`src/rtl/alu_pkg.sv`:
```
// Shared ALU definitions: op encoding, datapath width, slot states and
// an op-code legality helper. Also used by the instruction decoder.
package alu_pkg;

    typedef enum logic [3:0] {
        OP_ADD = 4'd0,
        OP_NOT = 4'd1,
        OP_AND = 4'd2,
        OP_OR  = 4'd3,
        OP_ASR = 4'd4,
        OP_SHL = 4'd5,
        OP_BEQ = 4'd6,
        OP_BNE = 4'd7,
        OP_XOR = 4'd8
    } alu_op_t;

    localparam int ALU_W = 16;

    typedef enum logic {
        SLOT_EMPTY = 1'b0,
        SLOT_FULL  = 1'b1
    } slot_state_t;

    // Codes above OP_XOR have no defined behaviour.
    function automatic logic is_legal_op(input logic [3:0] op);
        return (op <= 4'd8);
    endfunction

endpackage

```
`src/rtl/alu.sv`:
```
// 16-bit combinational ALU. Branch ops test operand a against zero.
// Undefined op codes drive f, ovf and take_branch to all-ones.
module alu
    import alu_pkg::*;
(
    input  logic [3:0]       op,
    input  logic [ALU_W-1:0] a,
    input  logic [ALU_W-1:0] b,
    output logic [ALU_W-1:0] f,
    output logic             ovf,
    output logic             take_branch
);

    // Operation decode; the shift amount is the full b operand.
    always_comb begin
        f           = '0;
        ovf         = 1'b0;
        take_branch = 1'b0;
        case (op)
            OP_ADD: begin
                f   = a + b;
                ovf = (a[ALU_W-1] == b[ALU_W-1]) && (f[ALU_W-1] != a[ALU_W-1]);
            end
            OP_NOT: f = ~a;
            OP_AND: f = a & b;
            OP_OR:  f = a | b;
            OP_ASR: f = $signed(a) >>> b;
            OP_SHL: f = a << b;
            OP_BEQ: take_branch = (a == '0);
            OP_BNE: take_branch = (a != '0);
            OP_XOR: f = a ^ b;
            default: begin
                f           = '1;
                ovf         = 1'b1;
                take_branch = 1'b1;
            end
        endcase
    end

endmodule

```
`src/rtl/alu_arbiter_rr_arbiter.sv`:
```
// Combinational round-robin arbiter: one-hot grant to the first requester
// at or after ptr, wrapping modulo N.
module rr_arbiter #(
    parameter int N    = 2,
    parameter int PTR_W = 1
) (
    input  logic [N-1:0]     req,
    input  logic [PTR_W-1:0] ptr,
    output logic [N-1:0]     grant
);

    // Walk offsets 0..N-1 from ptr; the first requesting index wins.
    always_comb begin
        logic found;
        grant = '0;
        found = 1'b0;
        for (int k = 0; k < N; k++) begin
            for (int i = 0; i < N; i++) begin
                if (!found && req[i] &&
                    ((i == int'(ptr) + k) || (i == int'(ptr) + k - N))) begin
                    grant[i] = 1'b1;
                    found    = 1'b1;
                end
            end
        end
    end

endmodule

```
`src/rtl/alu_arbiter.sv`:
```
// Shares one ALU between N_REQ requesters with round-robin arbitration.
// Each requester owns a one-entry response slot; a granted op is computed
// in its grant cycle and lands in the slot on the next edge.
//
// Slot states:
//   state      | meaning
//   SLOT_EMPTY | no result held, requester may be granted
//   SLOT_FULL  | result held on rsp_*; refill allowed only while consumed
module alu_arbiter
    import alu_pkg::*;
#(
    parameter int N_REQ = 2,
    parameter int WIDTH = 16
) (
    input  logic                   clk,
    input  logic                   rst,
    input  logic [N_REQ-1:0]       req_valid,
    output logic [N_REQ-1:0]       req_ready,
    input  logic [N_REQ*4-1:0]     req_op,
    input  logic [N_REQ*WIDTH-1:0] req_a,
    input  logic [N_REQ*WIDTH-1:0] req_b,
    output logic [N_REQ-1:0]       rsp_valid,
    input  logic [N_REQ-1:0]       rsp_ready,
    output logic [N_REQ*WIDTH-1:0] rsp_f,
    output logic [N_REQ-1:0]       rsp_ovf,
    output logic [N_REQ-1:0]       rsp_branch,
    output logic [N_REQ-1:0]       rsp_illegal,
    output logic [7:0]             illegal_cnt
);

    localparam int PTR_W = (N_REQ > 2) ? 2 : 1;

    if (WIDTH != ALU_W) begin : g_bad_width
        $error("alu_arbiter: WIDTH must equal ALU_W (16)");
    end
    if (N_REQ < 2 || N_REQ > 4) begin : g_bad_nreq
        $error("alu_arbiter: N_REQ must be in 2..4");
    end

    logic [N_REQ-1:0] full;
    logic [N_REQ-1:0] can_accept;
    logic [N_REQ-1:0] eligible;
    logic [N_REQ-1:0] grant;
    logic [PTR_W-1:0] rr_ptr;
    logic [PTR_W-1:0] grant_idx;

    logic [3:0]       sel_op;
    logic [WIDTH-1:0] sel_a;
    logic [WIDTH-1:0] sel_b;
    logic             sel_legal;

    logic [WIDTH-1:0] alu_f;
    logic             alu_ovf;
    logic             alu_branch;
    logic [WIDTH-1:0] res_f;
    logic             res_ovf;
    logic             res_branch;

    // A full slot can take new data in the same cycle it is consumed.
    assign can_accept = ~full | rsp_ready;
    assign eligible   = req_valid & can_accept & {N_REQ{~rst}};
    assign req_ready  = grant;

    rr_arbiter #(.N(N_REQ), .PTR_W(PTR_W)) u_rr (
        .req   (eligible),
        .ptr   (rr_ptr),
        .grant (grant)
    );

    // Route the granted requester's operation to the shared ALU.
    always_comb begin
        sel_op    = '0;
        sel_a     = '0;
        sel_b     = '0;
        grant_idx = '0;
        for (int i = 0; i < N_REQ; i++) begin
            if (grant[i]) begin
                sel_op    = req_op[i*4 +: 4];
                sel_a     = req_a[i*WIDTH +: WIDTH];
                sel_b     = req_b[i*WIDTH +: WIDTH];
                grant_idx = PTR_W'(i);
            end
        end
    end

    assign sel_legal = is_legal_op(sel_op);

    alu u_alu (
        .op          (sel_op),
        .a           (sel_a),
        .b           (sel_b),
        .f           (alu_f),
        .ovf         (alu_ovf),
        .take_branch (alu_branch)
    );

    // The ALU's default path drives all-ones; illegal results are zeroed.
    assign res_f      = sel_legal ? alu_f      : '0;
    assign res_ovf    = sel_legal ? alu_ovf    : 1'b0;
    assign res_branch = sel_legal ? alu_branch : 1'b0;

    // Round-robin pointer moves past the winner; holds when idle.
    always_ff @(posedge clk or posedge rst) begin
        if (rst) begin
            rr_ptr <= '0;
        end else if (|grant) begin
            rr_ptr <= (grant_idx == PTR_W'(N_REQ - 1)) ? '0 : grant_idx + 1'b1;
        end
    end

    // Saturating count of accepted illegal ops.
    always_ff @(posedge clk or posedge rst) begin
        if (rst) begin
            illegal_cnt <= '0;
        end else if ((|grant) && !sel_legal && (illegal_cnt != 8'hFF)) begin
            illegal_cnt <= illegal_cnt + 8'd1;
        end
    end

    for (genvar i = 0; i < N_REQ; i++) begin : g_slot
        slot_state_t      state;
        slot_state_t      state_nxt;
        logic [WIDTH-1:0] f_q;
        logic             ovf_q;
        logic             branch_q;
        logic             illegal_q;
        logic             consume;

        assign consume = (state == SLOT_FULL) && rsp_ready[i];

        // Slot state register.
        always_ff @(posedge clk or posedge rst) begin
            if (rst) begin
                state <= SLOT_EMPTY;
            end else begin
                state <= state_nxt;
            end
        end

        // Grant fills the slot; consume without a refill empties it.
        always_comb begin
            state_nxt = state;
            case (state)
                SLOT_EMPTY: if (grant[i]) state_nxt = SLOT_FULL;
                SLOT_FULL:  if (consume && !grant[i]) state_nxt = SLOT_EMPTY;
            endcase
        end

        // Result capture; contents only change on a grant to this slot.
        always_ff @(posedge clk or posedge rst) begin
            if (rst) begin
                f_q       <= '0;
                ovf_q     <= 1'b0;
                branch_q  <= 1'b0;
                illegal_q <= 1'b0;
            end else if (grant[i]) begin
                f_q       <= res_f;
                ovf_q     <= res_ovf;
                branch_q  <= res_branch;
                illegal_q <= ~sel_legal;
            end
        end

        assign full[i]                   = (state == SLOT_FULL);
        assign rsp_valid[i]              = (state == SLOT_FULL);
        assign rsp_f[i*WIDTH +: WIDTH]   = f_q;
        assign rsp_ovf[i]                = ovf_q;
        assign rsp_branch[i]             = branch_q;
        assign rsp_illegal[i]            = illegal_q;
    end

endmodule

```
`config.mk`:
```
export PLATFORM = sky130hd
export DESIGN_NAME = alu_arbiter
export DESIGN_NICKNAME = d
export VERILOG_FILES = /design/src/rtl/alu_pkg.sv /design/src/rtl/alu.sv /design/src/rtl/alu_arbiter_rr_arbiter.sv /design/src/rtl/alu_arbiter.sv
export SDC_FILE = /design/constraint.sdc
export NUM_CORES = 1
export LEC_CHECK = 0
export BUFFER_PORTS_ARGS = -buffer_cell sky130_fd_sc_hd__buf_4
export CORE_ASPECT_RATIO = 1.25
export CORE_MARGIN = 1
export CORE_UTILIZATION = 51
export CTS_CLUSTER_DIAMETER = 150
export DETAILED_ROUTE_END_ITERATION = 6
export PLACE_DENSITY = 0.86
export SYNTH_ARGS = -nofsm -noshare
export SYNTH_HDL_FRONTEND = slang
export SYNTH_SLANG_ARGS = --single-unit
```
`constraint.sdc`:
```
create_clock -name clk -period 4 [get_ports clk]
set_clock_uncertainty 0.05 [all_clocks]
set_input_delay 0.8 -clock clk [delete_from_list [all_inputs] [get_ports clk]]
set_output_delay 0.8 -clock clk [all_outputs]
set_load 0.02 [all_outputs]
```
# Word level (Yosys, flattened, before mapping)
# Cells that the tools add are included.
[totals]
in_bits = 78
output_inout_bits = 50
register_bits = 49
wordCells = 107
[classes]
add_sub_neg = 6
shifts = 2
n_bitwise = 12
reduce_logical = 35
order_cmp = 1
n_eq_ne = 14
muxes = 25
[ops]
columns = ["cell", "count"]
rows = [
  ["$logic_not 32->1", 4],
  ["$pmux 16 s8", 1],
  ["$eq 2x32->1 const A", 3],
  ["$mux 16", 5],
  ["$sub 32x3->32 const B", 1],
  ["$add 16x16->16", 1],
  ["$and 16x16->16", 1],
  ["$eq 4x3->1 const B", 4],
  ["$logic_not 16->1", 1],
  ["$not 16->16", 1],
  ["$or 16x16->16", 1],
  ["$reduce_bool 16->1", 1],
  ["$shl 16x16->16", 1],
  ["$sshr 16x16->16", 1],
  ["$xor 16x16->16", 1],
  ["$logic_and 1x1->1", 14],
  ["$mux 1", 13],
  ["$add 8x1->8 const B", 1],
  ["$eq 4x2->1 const B", 2],
  ["$mux 4", 2],
  ["$ne 8x8->1 const B", 1],
  ["$reduce_or 8->1", 1],
  ["$reduce_or 7->1", 1],
  ["$logic_not 1->1", 6],
  ["other kinds (17)", 27],
]

# Depth between registers and ports, before layout
# Gate-level depths: netlist of run 1.
[logic_depth]
word_depth = 24
mapped_depth = 21
depth_no_buf = 18

# Hierarchy
# From an unflattened synthesis of run 1, not the netlist that was laid out.
[hier_totals]
hier_cells = 741
area_unflattened_um2 = 6214.7
[modules_own_cells]
columns = ["mod", "cells_per_inst", "seq_area_each_um2", "area_per_inst_um2", "n_inst"]
rows = [
  ["alu", 541, 0.0, 3865.0, 1],
  ["alu_arbiter", 197, 1226.2, 2331.0, 1],
  ["rr_arbiter", 3, 0.0, 18.8, 1],
]

# Worst setup path after synthesis of run 1
# OpenSTA, ideal clock, no wires.
[synth_path]
path_type = "input port to flip-flop"
startpoint = "input rst"
endpoint = "register g_slot[0].f_q[14]"
setup_time_ps = 134
path_stages = 20
n_path_buf = 4
arrival_time_ps = 5700
t_required_ps = 3816
slack_ps = -1884
path_cell_list = "inv_1 -> and3_1 -> buf_2 -> nand2_1 -> inv_1 -> clkbuf_1 -> a22oi_1 -> inv_2 -> buf_1 -> buf_1 -> ha_1 -> nand2b_1 -> a21oi_1 -> o41a_1 -> a22o_1 -> o21ai_0 -> a21oi_1 -> xor2_1 -> a211oi_1 -> o31ai_1"
[synth_via]
elab_cells_between_ends = 44
classes_between = "add/sub (1); order compare (1); eq/ne (8); shift (2); mux (14); bitwise (6); reduce/logical (12)"
[synth_lines]
columns = ["element", "line", "rtl"]
rows = [
  ["start, declared", "alu_arbiter.sv:16", "input logic rst,"],
  ["$not 1->1 (*)", "alu_arbiter.sv:61", "assign eligible = req_valid & can_accept & {N_REQ{~rst}};"],
  ["$and 2x2->2 (*)", "alu_arbiter.sv:61", ""],
  ["$logic_and 1x1->1", "alu_arbiter_rr_arbiter.sv:19", "if (!found && req[i] &&"],
  ["$mux 1", "alu_arbiter_rr_arbiter.sv:19", ""],
  ["$logic_not 1->1", "alu_arbiter_rr_arbiter.sv:19", ""],
  ["$logic_and 1x1->1 (2 in a row)", "alu_arbiter_rr_arbiter.sv:19", ""],
  ["$mux 1", "alu_arbiter_rr_arbiter.sv:19", ""],
  ["$logic_not 1->1", "alu_arbiter_rr_arbiter.sv:19", ""],
  ["$logic_and 1x1->1 (2 in a row)", "alu_arbiter_rr_arbiter.sv:19", ""],
  ["$mux 1 (*)", "alu_arbiter_rr_arbiter.sv:19", ""],
  ["via req_ready[0]", "alu_arbiter.sv:18", "output logic [N_REQ-1:0] req_ready,"],
  ["parallel branches: the longest is 6 deep, another holds $add 16x16->16", "n/a", ""],
  ["end signal, assigned", "alu_arbiter.sv:157", "f_q <= res_f;"],
  ["end, declared", "alu_arbiter.sv:123", "logic [WIDTH-1:0] f_q;"],
]
# Mark *: on every way through the listed nets, which the timed path passes.
# A chain may end at the register's enable or synchronous reset.

# Final worst setup path of run 1
[layout_path]
startpoint = "input rsp_ready[0]"
endpoint = "register g_slot[1].f_q[13]"
[layout_via]
elab_chain_cells = 22
elab_cells_between_ends = 45
classes_between = "add/sub (1); order compare (1); eq/ne (8); shift (2); mux (14); bitwise (7); reduce/logical (12)"
[layout_rtl]
columns = ["element", "line", "rtl"]
rows = [
  ["start, declared", "alu_arbiter.sv:23", "input logic [N_REQ-1:0] rsp_ready,"],
  ["$or 2x2->2 (*)", "alu_arbiter.sv:60", "assign can_accept = ~full | rsp_ready;"],
  ["$and 2x2->2 (*) (2 in a row)", "alu_arbiter.sv:61", ""],
  ["parallel branches: the longest is 19 deep, another holds $logic_and 1x1->1", "n/a", ""],
  ["end signal, assigned", "alu_arbiter.sv:157", ""],
  ["end, declared", "alu_arbiter.sv:123", ""],
]
# Mark *: on every way between the ends.

==> summary.txt, run 1 <==
Status
  – Outcome: complete, no violations

CTS
  – Bufs on Longest Clock Path: 2
  – Clock transition at path regs: ~0.06 ns
  – H-tree depth: 2
  – Inserted Clock Buffers: 5
  – Clock sinks: 49
  – CTS root buf: clkbuf_16
  – Worst skew pair latency: 0.29 ns
  – CTS tree: built
  – Setup bufs post-CTS: 0

Detailed routing
  – Initial DRT Pass Iterations: 6
  – ANT nets after route: 0
  – Post-Route WL: 26,000 um
  – DR iter-0 viols: between 800 and 900
  – Wire per inst: 23.8 um
  – Vias post-DR: approximately 7,500
  – DRC viols: 0
  – DR vias/cell: around 7

Setup path
  – Crit path buf inv count: 5
  – Crit path launch type: input pin
  – Crit-path slowest cell: or4_4
  – Critical path peak fanout: 14
  – Worst-path cell chain: buf_4, nand2b_2, nand2_2, o211ai_4, inv_2, buf_12, buf_12, buf_4, a32o_1, or4_4, or3_4, o41a_1, a41oi_1, a41oi_1, mux2_2
  – WP data required: 4.12 ns
  – Crit path DAT: between 4 and 5 ns
  – Top delay family on crit path: compound AO/OA/AOI/OAI gates
  – Crit path largest cell delay: 0.43 ns
  – Critical path capture point type: flop
  – Crit path kind: input pin to flop

Power
  – Leak: about 3.7 nW
  – Worst VDD drop: around 0.21 mV
  – Cell Pwr Density: 358 nW/um^2
  – Design Power: 2.90 mW

Global route
  – Global-route wire length before repair: 39,400 um
  – Initial antenna violation count: 0
  – Vias in the first global route: between 7,000 and 8,000
  – Pin count of the biggest net entering global routing: 50
  – GR Util All Layers: 43.2%
  – Grt total ovfl: 0

Layout
  – Number of diodes: 0
  – Filler cells: 858
  – Layout Area Growth over Synthesis: 39.5%
  – Fin cells: 1,090
  – Layout net count: roughly 1,100
  – Share of layout cells above drive strength 1: 35.9%
  – Commonest non-fill, non-tap cell in the layout: buf_4
  – Most frequent cells in the layout: 261 x buf_4, 83 x nand2_1, 54 x nor2_1

Floorplan
  – I/O pins: about 130
  – Starting Density: 52.3%
  – Die Area: 11,800 um^2
  – Die width: 97.4 um
  – Core ar.: 11,100 um^2
  – DIE HEIGHT: 121 um
  – Rows: 43

Yosys
  – Library cells used by synthesis: 64
  – Post-synthesis sequential area ratio: a little over a fifth
  – Seq cells post-synth: 49
  – Post-Syn Nets: 859
  – Post-synth EDFFs: 0
  – Synth area leaders: dfrtp_1 21%, mux2i_1 7.6%, ha_1 6.7%
  – Biggest area consumer among synthesized cells: dfrtp_1
  – Ys Warns: 0
  – Synth Flop Type: dfrtp_1
  – Average size of a mapped cell: 7.74 um^2
  – Cells after Synth: 749
  – Synth top area share: roughly a fifth
  – Mapped Area: 5800 um^2
  – Post-synth ARST share: 100%

Timing
  – Tmin final: ~3.9 ns
  – Hold Vio Cnt, Final: 0
  – Achievable Freq: 253 MHz
  – Slew Limit Fails: 0
  – Fin crit share: 98.7%
  – Slew margin rel.: about two fifths
  – RSZ-0062 raised after global routing: no
  – Slew at the pin closest to its max-slew limit: 0.871 ns
  – Final setup viols: 0
  – Worst setup margin: 0.0526 ns

Placement
  – Post-DP HPWL: 20,100 um
  – Worst slack, placed: -0.201 ns
  – IO Port Bufs: 127
  – Cells after DPL: 1,082
  – Routability congestion estimate: 1.12

Run
  – Max Cap Violations: 0

Worst hold path
  – HP Class: flop to flop
[sequential cells by signal, summed over array words and instances (netlist names)]
name and flops:
g_slot.state 2, g_slot.illegal_q 2, g_slot.branch_q 2, illegal_cnt 8
rr_ptr 1, g_slot.f_q 32, g_slot.ovf_q 2
[where the power goes]
group	internal, mW	switching [mW]
registers	0.628	0.103
logic	0.729	1.00
clock network	0.265	0.175
[logic make-up (layout without fill, tap and decap cells)]
family / after synthesis / in the layout / share of synthesized area (%)
xor gates and xnor gates: 19 / 19 / 2.87
adders and majority gates: 32 / 32 / 7.04
DFF: 49 / 49 / 21.2
AOI/OAI and AO/OA: 255 / 255 / 31.8
buffers and inverters: 102 / 308 / 7.53
muxes: 61 / 61 / 10.9
and+or+nand+nor: 231 / 231 / 18.7
[final cells by class]
class	instances	area, um^2	area share [%]
clock buffers	7	153	1.89
clock inverters	1	5.00	0.0619
inverters	33	130	1.61
multi-input cells	598	4330	53.5
flip-flops and latches	49	1230	15.2
well taps	135	169	2.09
repair buffers	267	2080	25.7
[through the flow]
stage                     cell area, um^2  utilization (%)  hold WS [ns]  setup TNS (ns)
after floorplan                      6020                -         0.401          -15.69
after global placement               7880             71.1         0.414           -1.27
after detailed placement             7880             71.1         0.422           -2.44
after CTS                            8040             72.5         0.446               0
after global routing                 8090             73.0         0.457               0
final                                8090             73.0         0.444               0
[layer usage]
layer  track usage (%)  up-vias  wire length [um]
met5                 0        -                 0
li1                  -     3252                 -
met3              6.62      165              2590
met4              27.6        0              1970
met1              52.0     3490              9440
met2              72.1      569             12000
[Yosys cell counts (14+ instances only)]
cell	count
nand2_1	84
nor2_1	54
dfrtp_1	49
o21ai_0	49
a21oi_1	47
mux2i_1	44
clkbuf_1	38
ha_1	31
inv_1	30
a32o_1	26
nor3_1	18
mux2_2	17
nand4_1	17
buf_1	16
nor4_1	16
o31ai_1	15
o211ai_1	14
[repair_timing]
action,in CTS,in global routing
resized for setup,0,15
hold endpoints to repair,0,0
hold buffers,0,0
endpoints found under the setup margin,0,16
[path summary, 6_finish.rpt]
| kind | from | to | slack [ns] | cells past startpoint |
|---|---|---|---|---|
| max | rsp_ready[0] | g_slot[1].f_q[13] | 0.05 | 15 |
| min | g_slot[1].f_q[7] | g_slot[1].f_q[7] | 0.44 | 2 |
| max reg2reg | g_slot[0].state | g_slot[1].f_q[13] | 0.26 | 14 |
| min reg2reg | g_slot[1].f_q[7] | g_slot[1].f_q[7] | 0.44 | 2 |
| max in group asynchronous | rst | g_slot[0].f_q[2] | 2.72 | 4 |
| min in group asynchronous | rst | illegal_cnt[0] | 0.78 | 4 |
[worst register-to-register path: cells and delay by family, from the launching register on]
family	cells	cell delay, ns
simple gates	4	1.03
buf+inv	4	0.54
mux	1	0.33
compound gates	5	1.23
flops	1	0.41
Power figures use the tool's default switching activity.
==> run 2: changes to the inputs <==
BUFFER_PORTS_ARGS = -buffer_cell sky130_fd_sc_hd__buf_2   (was -buffer_cell sky130_fd_sc_hd__buf_4)
CORE_UTILIZATION = 40   (was 51)
PLACE_DENSITY = 0.71   (was 0.86)
==> summary.txt, run 2 (synthesis results as in run 1) <==
Status
  – Outcome: complete, no violations

Floorplan
  – DIE HEIGHT: 137 um (+13%)
  – Die width: 110 um (+13%)
  – Die Area: 15,000 um^2 (+27%)
  – Core ar.: 14,000 um^2 (+26%)
  – Starting Density: 41.4% (-11 points)
  – I/O pins: 128 (unchanged)
  – Rows: 48 (+12%)

Setup path
  – WP data required: 4.16 ns (+0.04 ns)
  – Crit path kind: input pin to flop
  – Crit path DAT: 4.02 ns (-0.05 ns)
  – Critical path peak fanout: 20 (+6)
  – Crit path launch type: input pin
  – Critical path capture point type: flop

Layout
  – Number of flip-flops in the largest register: 32 (unchanged)
  – Final core occ: 57.0% (-16 points)
  – Reg area: 1230 um^2 (unchanged)
  – Area of the multi-input gates: 4360 um^2 (+0.78%)
  – Share of layout cells above drive strength 1: 37.5% (+1.6 points)
  – Number of diodes: 0 (unchanged)
  – Largest register by flop count: g_slot.f_q
  – Filler cells: 1,297 (+51%)
  – Regs by FF count: g_slot.f_q x32, illegal_cnt x8
  – Most frequent cells in the layout: 155 x buf_4, 127 x buf_2, 83 x nand2_1
  – Layout Area Growth over Synthesis: 37.6%
  – Post-route cell area: 7980 um^2 (-1.4%)
  – Layout net count: 1,083 (+1.8%)
  – Commonest non-fill, non-tap cell in the layout: buf_4

CTS
  – Setup bufs post-CTS: 0 (unchanged)
  – Clock sinks: 49 (unchanged)
  – Bufs on Longest Clock Path: 2 (unchanged)
  – Worst skew pair latency: 0.29 ns (about the same)
  – CTS root buf: clkbuf_16
  – CTS tree: built
  – H-tree depth: 2 (unchanged)
  – Clock transition at path regs: 0.06 ns (about the same)
  – Inserted Clock Buffers: 5 (unchanged)

Power
  – Worst VDD drop: 0.556 mV (+170%)
  – Cell Pwr Density: 354 nW/um^2 (-1.2%)
  – Seq pwr share: 25.5% (+0.3 points)
  – Switching Share: 44.0% (about the same)
  – Combinational share of power: 58.2% (-1.4 points)
  – Leak: 3.72 nW (+0.20%)
  – Sw Pwr: 1.24 mW (-2.7%)
  – Clock share of power: 16.4% (+1.3 points)
  – Internal: 1.58 mW (-2.5%)

Detailed routing
  – Post-Route WL: 24,900 um (-4.2%)
  – DRC viols: 0 (unchanged)
  – DR vias/cell: 6.29 (-8.2%)
  – Initial DRT Pass Iterations: 6 (unchanged)
  – Vias post-DR: 7,226 (-3.3%)
  – DR iter-0 viols: 891 (+0.56%)
  – ANT nets after route: 0 (unchanged)
  – Wire per inst: 21.7 um (-9.0%)

Run
  – Max Cap Violations: 0 (unchanged)

Global route
  – Grt total ovfl: 0 (unchanged)
  – Pin count of the biggest net entering global routing: 50 (unchanged)
  – Vias in the first global route: 6,824 (-2.9%)
  – GR Util All Layers: 33.1% (-10 points)
  – Global-route wire length before repair: 37,200 um (-5.6%)
  – Initial antenna violation count: 0 (unchanged)

Placement
  – Routability congestion estimate: 1.06 (-5.7%)
  – IO Port Bufs: 127 (unchanged)
  – Post-DP HPWL: 20,000 um (-0.68%)
  – Post-Place Cell Area: 7730 um^2 (-1.9%)

Timing
  – Tmin final: 3.86 ns (-0.0893 ns)
  – Final setup viols: 0 (unchanged)
  – Achievable Freq: 259 MHz (+2.3%)
  – Worst hold slack: 0.424 ns (-0.0193 ns)
  – Slew Limit Fails: 0 (unchanged)
  – Fin crit share: 96.5% (-2.2 points)
  – Hold Vio Cnt, Final: 0 (unchanged)
  – Slew at the pin closest to its max-slew limit: 0.756 ns (-0.114 ns)
  – Slew margin rel.: 49.2% (+7.7 points)

Worst hold path
  – HP Class: flop to flop
-- run 2: cell types whose count changed in the layout (fill, tap and decap cells not counted), sizes merged --
| cell | change |
|---|---|
| buf | +19 |
| bufinv | +1 |
| clkbuf | -2 |
-- run 2: power groups by stage --
stage | sequential, mW | combinational, mW | clock (mW)
after floorplan | 0.865 | 0.789 | 0
after global placement | 0.719 | 1.57 | 0
after detailed placement | 0.722 | 1.58 | 0
after CTS | 0.717 | 1.59 | 0.467
after global routing | 0.737 | 1.76 | 0.486
final | 0.719 | 1.64 | 0.462
-- run 2: worst max-delay path, stage by stage --
cell,delay (ns)
buf_2,0.10
and2b_2,0.26
nand3_4,0.12
buf_4,0.21
buf_12,0.16
a32o_1,0.27
or4_4,0.55
buf_4,0.16
nor3_2,0.16
buf_4,0.20
buf_4,0.14
nand2_1,0.04
o21ai_0,0.42
nor4_2,0.13
buf_4,0.16
o21ai_0,0.13
-- run 2: cell type report --
cell class	instances	share of cell area (%)
flip-flops and latches	49	15.4
well taps	175	2.75
repair buffers	286	23.6
clock inverters	2	0.439
inverters	33	1.63
clock buffers	5	1.57
multi-input cells	598	54.7
-- run 2: stage by stage --
stage          total power, mW  setup TNS [ns]  worst slack (ns)  instances
6_report                  2.82               0             0.142       1148
5_1_grt                   2.99          -0.108           -0.0479       1148
4_1_cts                   2.78               0            0.0621       1148
3_5_place_dp              2.31           -3.97            -0.234       1141
3_3_place_gp              2.29           -2.95            -0.214       1141
2_1_floorplan             1.65          -15.69            -0.768        749
-- run 2: metal layers --
metal,vias to the layer above,global-route usage [%],part of all wire [%]
met2,455,54.4,46
li1,3290,-,-
met1,3359,38.2,37
met3,122,7.05,9.5
met5,-,0,0
met4,0,22.4,7.3
-- run 2: final timing paths --
kind,depth (start not counted),slack [ns],endpoint,start
min,2,0.42,g_slot[0].f_q[0],g_slot[0].f_q[0]
min in group asynchronous,4,0.78,illegal_cnt[5],rst
max,16,0.14,g_slot[1].f_q[10],rst
max in group asynchronous,4,2.71,g_slot[0].f_q[10],rst
min reg2reg,2,0.42,g_slot[0].f_q[0],g_slot[0].f_q[0]
max reg2reg,15,0.35,g_slot[1].f_q[10],g_slot[1].state
-- run 2: timing repair --
action                                  4_1_cts  5_1_grt
endpoints found under the setup margin        0       23
gates resized for setup                       0       18
hold buffers                                  0        0
